[src/rtl/mul_5x3_assign_if.sv]
// mul_5x3_assign_if: operand/result bundle for the dual signed 5x3 multiplier
// master drives operands and reads products; slave is the multiplier side
interface mul_5x3_assign_if #(
    parameter int A_W = 5,
    parameter int B_W = 3,
    parameter int P_W = A_W + B_W
);
    logic                  in_valid;
    logic signed [A_W-1:0] a;
    logic signed [B_W-1:0] b;
    logic signed [A_W-1:0] c;
    logic signed [B_W-1:0] d;
    logic signed [P_W-1:0] s1;
    logic signed [P_W-1:0] s2;
    logic                  out_valid;

    modport master (output in_valid, a, b, c, d, input s1, s2, out_valid);
    modport slave  (input in_valid, a, b, c, d, output s1, s2, out_valid);
endinterface

[src/rtl/mul_5x3_assign.sv]
// mul_5x3_assign: two independent signed 5x3 shift-add multiplier lanes, registered products
// MUL_5X3_PIPE2_EN registers the row sums too, giving latency 2 instead of 1
module mul_5x3_assign #(
    parameter  int A_W = 5,
    parameter  int B_W = 3,
    localparam int P_W = A_W + B_W
) (
    input logic clk,
    input logic rst_n,
    mul_5x3_assign_if.slave bus
);
    logic [A_W-1:0] mcand [2];
    logic [B_W-1:0] mplr  [2];
    logic [P_W-1:0] rows  [2][B_W];
    logic [P_W-1:0] acc   [2][B_W-1];
    logic [P_W-1:0] pos   [2];
    logic [P_W-1:0] neg   [2];
    logic [P_W-1:0] fin   [2];
    logic           fin_v;

    assign mcand[0] = bus.a;
    assign mcand[1] = bus.c;
    assign mplr[0]  = bus.b;
    assign mplr[1]  = bus.d;

    genvar l, j;
    generate
        for (l = 0; l < 2; l++) begin : g_lane
            for (j = 0; j < B_W; j++) begin : g_row
                assign rows[l][j] = mplr[l][j] ? {{(P_W-A_W){mcand[l][A_W-1]}}, mcand[l]} << j : '0;
            end
            assign acc[l][0] = rows[l][0];
            for (j = 1; j < B_W-1; j++) begin : g_acc
                assign acc[l][j] = acc[l][j-1] + rows[l][j];
            end
            // multiplier MSB carries weight -2^(B_W-1), so its row is subtracted
            assign pos[l] = acc[l][B_W-2];
            assign neg[l] = rows[l][B_W-1];
        end
    endgenerate

`ifdef MUL_5X3_PIPE2_EN
    logic [P_W-1:0] pos_q [2];
    logic [P_W-1:0] neg_q [2];
    logic           v1;

    always_ff @(posedge clk or negedge rst_n) begin
        if (!rst_n) begin
            v1 <= 1'b0;
            for (int i = 0; i < 2; i++) begin
                pos_q[i] <= '0;
                neg_q[i] <= '0;
            end
        end else begin
            v1 <= bus.in_valid;
            if (bus.in_valid) begin
                pos_q <= pos;
                neg_q <= neg;
            end
        end
    end

    assign fin[0] = pos_q[0] - neg_q[0];
    assign fin[1] = pos_q[1] - neg_q[1];
    assign fin_v  = v1;
`else
    assign fin[0] = pos[0] - neg[0];
    assign fin[1] = pos[1] - neg[1];
    assign fin_v  = bus.in_valid;
`endif

    always_ff @(posedge clk or negedge rst_n) begin
        if (!rst_n) begin
            bus.s1        <= '0;
            bus.s2        <= '0;
            bus.out_valid <= 1'b0;
        end else begin
            bus.out_valid <= fin_v;
            if (fin_v) begin
                bus.s1 <= fin[0];
                bus.s2 <= fin[1];
            end
        end
    end
endmodule

[src/flat_wrapper.sv]
// flat-port wrapper written by rule: the top's interface ports become plain ports
module mul_5x3_assign_flat 
#(
    parameter  int A_W = 5,
    parameter  int B_W = 3,
    localparam int P_W = A_W + B_W
)
  (clk, rst_n, bus_in_valid, bus_a, bus_b, bus_c, bus_d, bus_s1, bus_s2, bus_out_valid);
  mul_5x3_assign_if #(.A_W(A_W), .B_W(B_W)) bus_i ();
  input logic clk;
  input logic rst_n;
  input wire logic [$bits(bus_i.in_valid)-1:0] bus_in_valid;
  input wire logic [$bits(bus_i.a)-1:0] bus_a;
  input wire logic [$bits(bus_i.b)-1:0] bus_b;
  input wire logic [$bits(bus_i.c)-1:0] bus_c;
  input wire logic [$bits(bus_i.d)-1:0] bus_d;
  output wire logic [$bits(bus_i.s1)-1:0] bus_s1;
  output wire logic [$bits(bus_i.s2)-1:0] bus_s2;
  output wire logic [$bits(bus_i.out_valid)-1:0] bus_out_valid;
  assign bus_i.in_valid = bus_in_valid;
  assign bus_i.a = bus_a;
  assign bus_i.b = bus_b;
  assign bus_i.c = bus_c;
  assign bus_i.d = bus_d;
  assign bus_s1 = bus_i.s1;
  assign bus_s2 = bus_i.s2;
  assign bus_out_valid = bus_i.out_valid;
  mul_5x3_assign #(.A_W(A_W), .B_W(B_W)) u_core (.clk(clk), .rst_n(rst_n), .bus(bus_i));
endmodule
[config.mk]
export PLATFORM = sky130hd
export DESIGN_NAME = mul_5x3_assign_flat
export DESIGN_NICKNAME = d
export VERILOG_FILES = /design/src/rtl/mul_5x3_assign_if.sv /design/src/rtl/mul_5x3_assign.sv /design/src/flat_wrapper.sv
export SDC_FILE = /design/constraint.sdc
export NUM_CORES = 1
export LEC_CHECK = 0
export ABC_CLOCK_PERIOD_IN_PS = 800
export BUFFER_PORTS_ARGS = -buffer_cell sky130_fd_sc_hd__buf_4
export CORE_MARGIN = 10
export CORE_UTILIZATION = 30
export CTS_BUF_LIST = sky130_fd_sc_hd__clkbuf_8
export DETAILED_ROUTE_END_ITERATION = 10
export PLACE_DENSITY = 0.5
export SKIP_LAST_GASP = 1
export SLEW_MARGIN = 5
export SYNTH_ARGS = -nofsm -noshare
export SYNTH_HDL_FRONTEND = slang
export SYNTH_SLANG_ARGS = --single-unit
[constraint.sdc]
create_clock -name clk -period 0.8 [get_ports clk]
set_input_delay 0.04 -clock clk [delete_from_list [all_inputs] [get_ports clk]]
set_output_delay 0.04 -clock clk [all_outputs]
set_load 0.01 [all_outputs]
==> results of run 1 <==
-- cell type report --
| type | count | area, µm² |
|---|---|---|
| clock buffers | 3 | 41.3 |
| fillers | 464 | 2500 |
| flip-flops and latches | 17 | 425 |
| well taps | 70 | 87.6 |
| multi-input cells | 123 | 1250 |
| inverters | 20 | 77.6 |
| repair buffers | 72 | 656 |
| clock inverters | 1 | 7.51 |
-- worst min-delay path by stage --
stage	startpoint	to	slack, ps
floorplan	rst_n	u_core.bus.out_valid$_DFF_PN0_	-260
global placement	rst_n	u_core.bus.s2[2]$_DFFE_PN0P_	-80
detailed placement	rst_n	u_core.bus.s2[2]$_DFFE_PN0P_	-80
CTS	bus_in_valid	u_core.bus.out_valid$_DFF_PN0_	80
global route	bus_in_valid	u_core.bus.out_valid$_DFF_PN0_	90
finish	bus_in_valid	u_core.bus.out_valid$_DFF_PN0_	90
-- routing by layer --
layer	global-route usage, %	vias to the layer above
met5	0	-
met4	4.44	0
met3	1.30	2
met2	18.7	22
met1	10.8	681
li1	-	707
-- report_power, final --
| group | switching [W] | leakage, nW | internal [W] |
|---|---|---|---|
| clock | 0.000335 | 0.0217 | 0.000351 |
| sequential | 0.000178 | 0.205 | 0.00110 |
| combinational | 0.00115 | 0.963 | 0.00168 |
-- sequential cells by signal, indices dropped and copies added, names as in the netlist --
| name | cells |
|---|---|
| u_core.bus.s1 | 8 |
| u_core.bus.s2 | 8 |
| u_core.bus.out_valid | 1 |
-- placed cells by master (no fill, tap or decap), drive strengths merged, types with 2 or more instances in the layout --
master   n
nor2     2
a21o     3
nand4b   3
nor3b    3
fa      12
o31ai    2
o211ai   3
o211a    2
inv     20
nor3     3
dfrtp   17
o21ai    9
a21oi    7
ha      12
nand2   23
nand3    2
nor2b    3
xnor2    5
o311ai   3
clkbuf   3
o21a     2
o31a     2
and2    11
buf     71
mux2     6
-- what timing repair did --
| item | CTS | global route |
|---|---|---|
| endpoints found under the setup margin | 31 | 31 |
| gates resized for setup | 40 | 13 |
| buffers inserted | 3 | 3 |
| pin swaps | 13 | 9 |
| hold endpoints to repair | 17 | 0 |
| hold buffers | 1 | 0 |
-- through the flow --
step	instances	setup TNS, ps	hold slack [ps]	util (%)	power [W]
after floorplan	163	-9600	-256	-	0.00260
after global placement	295	-13050	-78.1	44.1	0.00359
after detailed placement	295	-13330	-76.3	44.1	0.00365
after CTS	303	-9570	82.6	48.6	0.00471
after global routing	306	-10690	91.1	50.4	0.00514
final	306	-9510	86.4	50.4	0.00479
-- cells by family (layout without fill, tap and decap cells) --
group / count (synthesis) / count (layout)
simple gates: 52 / 52
compound gates: 36 / 36
fa+ha+maj: 24 / 24
buf+inv: 23 / 96
flops: 17 / 17
mux: 6 / 6
xor+xnor: 5 / 5
==> flow_summary.yaml, run 1 <==
status:
  outcome: "finished, violations left"
  violations: "negative setup slack"
detailed_routing:
  route.met2.wl_mm: 2.26
  vias: 1412
  top_layer: "met4"
  routed_wl_mm: 4.10
  wl_per_cell_um: 13.4
  avgViaCountPerCell: 4.61
  drc: 0
  antenna_left: 0
  wl_met1_mm: 1.66
  wl_met3_um: 138
  drtIter0Drc: 24
  dr.pass1.iters: 4
logic_synthesis:
  ys_warn_count: 0
  synthMuxAreaShare_pct: 4.39
  async_reset_ff_share_pct: 100
  synthTopCellsByArea: "dfrtp_1 (28%), fa_1 (16%), ha_1 (9.8%)"
  synth_compound_area_share_pct: 16.1
  yosys.area.top_type: "dfrtp_1"
  synth_top_area_share_pct: 27.6
  synth.top_cells.by_count: "nand2_1 (23), inv_1 (19), dfrtp_1 (17)"
  yosys.area_share.adder_pct: 25.4
  synthCells: 163
  netlist_area_um2: 1540
  synth-seq-area-share_pct: 27.6
  synthXorXnorAreaFrac_pct: 2.85
  synthFlopType: "dfrtp_1"
  ys_ff_latch: 17
  synth_edf_count: 0
  synth_top_family_by_area: "adder cells"
  yosysUniqueCellTypes: 32
  syn_avg_cell_area_um2: 9.44
  yosysMostFrequentCell: "nand2_1"
  syn-num-nets: 206
  yosys.area_share.simple_pct: 17.4
timing:
  setup_viol: 29
  max_slew_margin_pct: 77.7
  fmax_mhz: 589
  grt_setup_unrepaired: "yes"
  hold_viol_final: 0
  fin_worst_skew_ps: 0
  post-route-period-util_pct: 212
  tightestPinTransition_ps: 332
  setup_slack_ps: -898
  final_max_slew_viol_count: 0
  finalCriticalPeriod_ps: 1700
clock_tree:
  htree_levels: 1
  clock-sinks: 17
  cts_tree: "built"
  cts-root-buf: "clkbuf_8"
  cts_buffers: 3
  clk_path_buf_depth: 2
  path_clk_slew_ps: 80
  insertion_delay_ps: 260
worst_setup_path:
  ff2ff_path_depth: 2
  path_class: "input port to flop"
  critical_path.endpoint: "u_core.bus.s2[7]$_DFFE_PN0P_"
  crit_cells: 8
  critPathCaptureType: "flop"
  worst_r2r_endpoint: "u_core.bus.s2[4]$_DFFE_PN0P_"
  regToRegSetupSlack_ps: -40
  crit_fanout: 3
  crit_family: "adder cells"
  crit_path_start_kind: "input port"
  worstPathArrival_ps: 1890
  worstPathRequired_ps: 990
  critPathLaunch: "bus_d[1]"
  crit_chain: "buf_8, and2_4, fa_1, fa_2, a211oi_2, o21ai_1, mux2_4, o21ai_2"
  path_buf_inv: 1
  slowest_stage: "fa_1"
  slowest_delay_ps: 490
  r2r-start: "u_core.bus.s2[4]$_DFFE_PN0P_"
pwr:
  peakVddDrop_uv: 664
  power_density_nw_per_um2: 1880
  cellLeakagePower_nw: 1.19
floorplanning:
  rows: 26
  io_pins: 36
  core_area_um2: 5040
  initial_utilization_pct: 30.5
  die_height_um: 91.6
  die_area_um2: 8400
  die-width_um: 91.6
global_route:
  antenna_found_initial: 0
  grt_usage_pct: 9.95
  grt_max_degree: 18
  grt_pass1_vias: 1577
  grt_overflow_total: 0
  grt_pass1_wl_mm: 7.04
place:
  placed_area_um2: 2220
  dp_hpwl_mm: 3.44
  portBuffers: 35
  dp_slack_ps: -1220
  gp_congestion: 0.745
cells_and_area:
  fin_nets: 280
  area_growth_pct: 65.3
  antenna_cells: 0
  fin_area_um2: 2540
  drive_gt1_share_pct: 50.8
run:
  cap_violations: 0
min_path:
  hp-class: "input port to flop"
  hold_depth: 2
Power figures use the tool's default switching activity.
==> run 2, diff against run 1 <==
Settings changed: SETUP_SLACK_MARGIN set to 0.3.
==> flow_summary.yaml, run 2 (same netlist as run 1, synthesis figures left out) <==
status:
  violations: "negative setup slack"
  outcome: "finished, violations left"
timing:
  tightestPinTransition_ps: 352
  grt_setup_unrepaired: "yes"
  hold_viol_final: 0
  final_max_slew_viol_count: 0
  post-route-period-util_pct: 213
  setup_viol: 28
  max_slew_margin_pct: 76.3
  fmax_mhz: 587
  hold_ws_ps: 101
  fin_worst_skew_ps: 0
  finalCriticalPeriod_ps: 1700
  setup_slack_ps: -903
clock_tree:
  cts_buffers: 3
  path_clk_slew_ps: 70
  htree_levels: 1
  cts_tree: "built"
  clk_path_buf_depth: 2
  insertion_delay_ps: 250
  cts-root-buf: "clkbuf_8"
  clock-sinks: 17
floorplanning:
  io_pins: 36
  rows: 26
  initial_utilization_pct: 30.5
  core_area_um2: 5040
  die_area_um2: 8400
  die-width_um: 91.6
  die_height_um: 91.6
pwr:
  cellLeakagePower_nw: 1.23
  power_density_nw_per_um2: 1880
  peakVddDrop_uv: 897
global_route:
  grt_max_degree: 18
  grt_pass1_vias: 1687
  grt_usage_pct: 10.3
  grt_overflow_total: 0
  grt_pass1_wl_mm: 7.27
  antenna_found_initial: 0
place:
  placed_area_um2: 2250
  portBuffers: 35
  dp_slack_ps: -1230
  dp_hpwl_mm: 3.62
  dp_cells: 297
  gp_congestion: 0.760
min_path:
  hp-class: "input port to flop"
cells_and_area:
  fin_area_um2: 2600
  final_cell_mix: "buf_4 (37), buf_6 (34), nand2_1 (17), dfrtp_1 (17), inv_1 (14)"
  largest_registers: "u_core.bus.s1 x8, u_core.bus.s2 x8, u_core.bus.out_valid x1"
  stdcell_count: 307
  area_growth_pct: 68.9
  final_common_cell: "buf_4"
  fin_nets: 281
  drive_gt1_share_pct: 53.6
  antenna_cells: 0
worst_setup_path:
  path_class: "input port to flop"
  worstPathArrival_ps: 1840
  critPathCaptureType: "flop"
  crit_fanout: 3
  crit_path_start_kind: "input port"
  worstPathRequired_ps: 940
detailed_routing:
  vias: 1461
  dr.pass1.iters: 4
  drc: 0
  avgViaCountPerCell: 4.76
  wl_per_cell_um: 14.0
  drtIter0Drc: 29
  routed_wl_mm: 4.31
  antenna_left: 0
run:
  cap_violations: 0
## run 2: layout make-up
type | count | area (µm²)
clock buffers | 3 | 41.3
clock inverters | 1 | 5.00
fillers | 475 | 2440
inverters | 20 | 77.6
multi-input cells | 123 | 1280
flip-flops and latches | 17 | 425
well taps | 70 | 87.6
repair buffers | 73 | 686
## run 2: per-layer routing
| metal | vias up | wire (µm) | track usage [%] |
|---|---|---|---|
| li1 | 708 | - | - |
| met2 | 27 | 2380 | 20.3 |
| met5 | - | 0 | 0 |
| met3 | 6 | 139 | 1.63 |
| met1 | 720 | 1690 | 9.82 |
| met4 | 0 | 94 | 5.61 |
## run 2: repair_timing
action / CTS / global route
hold endpoints to repair: 17 / 0
endpoints found under the setup margin: 33 / 33
hold buffers: 1 / 0
pin swaps: 17 / 13
gates cloned: 0 / 0
buffers inserted: 3 / 2
gates resized for setup: 53 / 17
## run 2: path summary, 6_finish.rpt
path / startpoint / slack [ps] / depth (start not counted) / endpoint
setup / recovery: bus_d[1] / -900 / 8 / u_core.bus.s2[5]$_DFFE_PN0P_
hold / removal: bus_in_valid / 100 / 2 / u_core.bus.out_valid$_DFF_PN0_
setup reg to reg: u_core.bus.s1[4]$_DFFE_PN0P_ / 10 / 2 / u_core.bus.s1[4]$_DFFE_PN0P_
hold reg to reg: u_core.bus.s1[2]$_DFFE_PN0P_ / 520 / 2 / u_core.bus.s1[2]$_DFFE_PN0P_
max in group asynchronous: rst_n / 400 / 2 / u_core.bus.s1[5]$_DFFE_PN0P_
min in group asynchronous: rst_n / 200 / 2 / u_core.bus.s2[2]$_DFFE_PN0P_
## run 2: where the power goes
group / switching (W) / total [W] / internal (W)
Combinational: 0.00119 / 0.00295 / 0.00175
Clock: 0.000319 / 0.000665 / 0.000346
Sequential: 0.000178 / 0.00128 / 0.00110
Total: 0.00169 / 0.00489 / 0.00320
## run 2: worst max-delay path: stages
cell and delay [ps]:
buf_6 100, and2_4 150, fa_2 470, fa_2 410, a21o_1 210, a21oi_2 140, xnor2_1 80, mux2_4 250
## run 2: through the flow
stage | power [W] | TNS, ps | utilization [%]
after floorplan | 0.00261 | -9540 | -
after global placement | 0.00363 | -13030 | 44.6
after detailed placement | 0.00369 | -13330 | 44.6
after CTS | 0.00476 | -9640 | 49.7
after global routing | 0.00523 | -10430 | 51.6
final | 0.00489 | -9440 | 51.6
==> run 3, diff against run 2 <==
Settings changed: CORE_UTILIZATION 30 to 50, PLACE_DENSITY 0.5 to 0.77, TNS_END_PERCENT set to 50.
==> flow_summary.yaml, run 3 (same netlist as run 1, synthesis figures left out) <==
clock_tree:
  insertion_delay_ps: 270
  cts_buffers: 3
  clock-sinks: 17
  htree_levels: 1
  cts-root-buf: "clkbuf_8"
  path_clk_slew_ps: 80
  cts_tree: "built"
  clk_path_buf_depth: 2
worst_setup_path:
  slowest_stage: "fa_2"
  crit_fanout: 3
  path_buf_inv: 1
  critPathCaptureType: "flop"
  slowest_delay_ps: 600
  path_class: "input port to flop"
  crit_family: "adder cells"
  crit_path_start_kind: "input port"
  worstPathRequired_ps: 960
  worstPathArrival_ps: 1990
  crit_chain: "buf_8, and2_4, fa_2, ha_4, nor2b_4, o31a_1, o21a_1, o31ai_2"
detailed_routing:
  drtIter0Drc: 97
  vias: 1581
  wl_per_cell_um: 19.1
  dr.pass1.iters: 4
  avgViaCountPerCell: 5.79
  routed_wl_mm: 5.22
  drc: 0
  antenna_left: 0
cells_and_area:
  area_growth_pct: 66.1
  drive_gt1_share_pct: 55.0
  fin_util_pct: 85.1
  antenna_cells: 0
  stdcell_count: 273
  final_cell_mix: "buf_4 (54), buf_6 (20), nand2_1 (18)"
  largest_registers: "u_core.bus.s1 x8, u_core.bus.s2 x8, u_core.bus.out_valid x1"
  fin_nets: 284
  fin_area_um2: 2560
  final_common_cell: "buf_4"
timing:
  setup_viol: 30
  hold_ws_ps: 113
  finalCriticalPeriod_ps: 1830
  max_slew_margin_pct: 78.1
  post-route-period-util_pct: 229
  hold_viol_final: 0
  fin_worst_skew_ps: 0
  fmax_mhz: 546
  tightestPinTransition_ps: 326
  final_max_slew_viol_count: 0
  grt_setup_unrepaired: "yes"
  setup_slack_ps: -1030
place:
  dp_hpwl_mm: 3.59
  portBuffers: 35
  gp_congestion: 0.845
  dp_slack_ps: -1240
  dp_cells: 262
  placed_area_um2: 2190
global_route:
  grt_overflow_total: 0
  grt_pass1_vias: 1784
  antenna_found_initial: 0
  grt_pass1_wl_mm: 8.00
  grt_usage_pct: 18.3
  grt_max_degree: 18
run:
  cap_violations: 0
floorplanning:
  core_area_um2: 3000
  die_height_um: 75.5
  die-width_um: 75.5
  initial_utilization_pct: 51.3
  io_pins: 36
  rows: 20
  die_area_um2: 5700
pwr:
  p_sw_share_pct: 37.0
  power.internal_w: 0.00316
  pwr-share-comb_pct: 60.9
  p_sw_w: 0.00186
  peakVddDrop_uv: 1170
  seq_power_share_pct: 25.1
  pwr-share-clk_pct: 14.0
  power_density_nw_per_um2: 1970
  cellLeakagePower_nw: 1.22
status:
  outcome: "finished, violations left"
  violations: "negative setup slack"
min_path:
  hp-class: "input port to flop"
## run 3: layout make-up
| type | count | area (µm²) |
|---|---|---|
| multi-input combinational | 123 | 1310 |
| timing repair buffer | 76 | 656 |
| fill | 143 | 447 |
| sequential | 17 | 425 |
| inverter | 20 | 77.6 |
| clock buffer | 3 | 41.3 |
| tap | 33 | 41.3 |
| clock inverter | 1 | 7.51 |
## run 3: final timing paths
check | end | from | cells after the start | slack, ps
setup reg to reg | u_core.bus.s2[4]$_DFFE_PN0P_ | u_core.bus.s2[4]$_DFFE_PN0P_ | 2 | -10
max in group asynchronous | u_core.bus.s1[7]$_DFFE_PN0P_ | rst_n | 2 | 420
hold reg to reg | u_core.bus.s1[5]$_DFFE_PN0P_ | u_core.bus.s1[5]$_DFFE_PN0P_ | 2 | 520
min in group asynchronous | u_core.bus.s2[0]$_DFFE_PN0P_ | rst_n | 2 | 170
setup / recovery | u_core.bus.s2[6]$_DFFE_PN0P_ | bus_d[0] | 8 | -1030
hold / removal | u_core.bus.out_valid$_DFF_PN0_ | bus_in_valid | 2 | 110
## run 3: timing repair
action,CTS,global route
cloned,0,0
resized for setup,34,29
hold endpoints to repair,17,0
setup endpoints to repair,33,33
hold buffers,1,0
pin swaps,23,15
setup buffers,2,4
## run 3: metal layers
layer | track usage [%] | up-vias | part of all wire [%]
li1 | - | 718 | -
met1 | 16.9 | 803 | 35
met2 | 37.0 | 47 | 59
met3 | 3.26 | 13 | 3.8
met4 | 8.45 | 0 | 2.3
met5 | 0 | - | 0
## run 3: power groups by stage
stage               sequential [W]  combinational (W)  clock [W]
global placement           0.00123            0.00231          0
finish                     0.00126            0.00306   0.000703
CTS                        0.00125            0.00268   0.000685
floorplan                  0.00134            0.00121          0
detailed placement         0.00125            0.00243          0
global route               0.00129            0.00328   0.000718
## run 3: through the flow
stage | TNS, ps | total power (W)
after floorplan | -9640 | 0.00255
after global placement | -12840 | 0.00355
after detailed placement | -13620 | 0.00367
after CTS | -10160 | 0.00461
after global routing | -11260 | 0.00529
final | -10380 | 0.00503
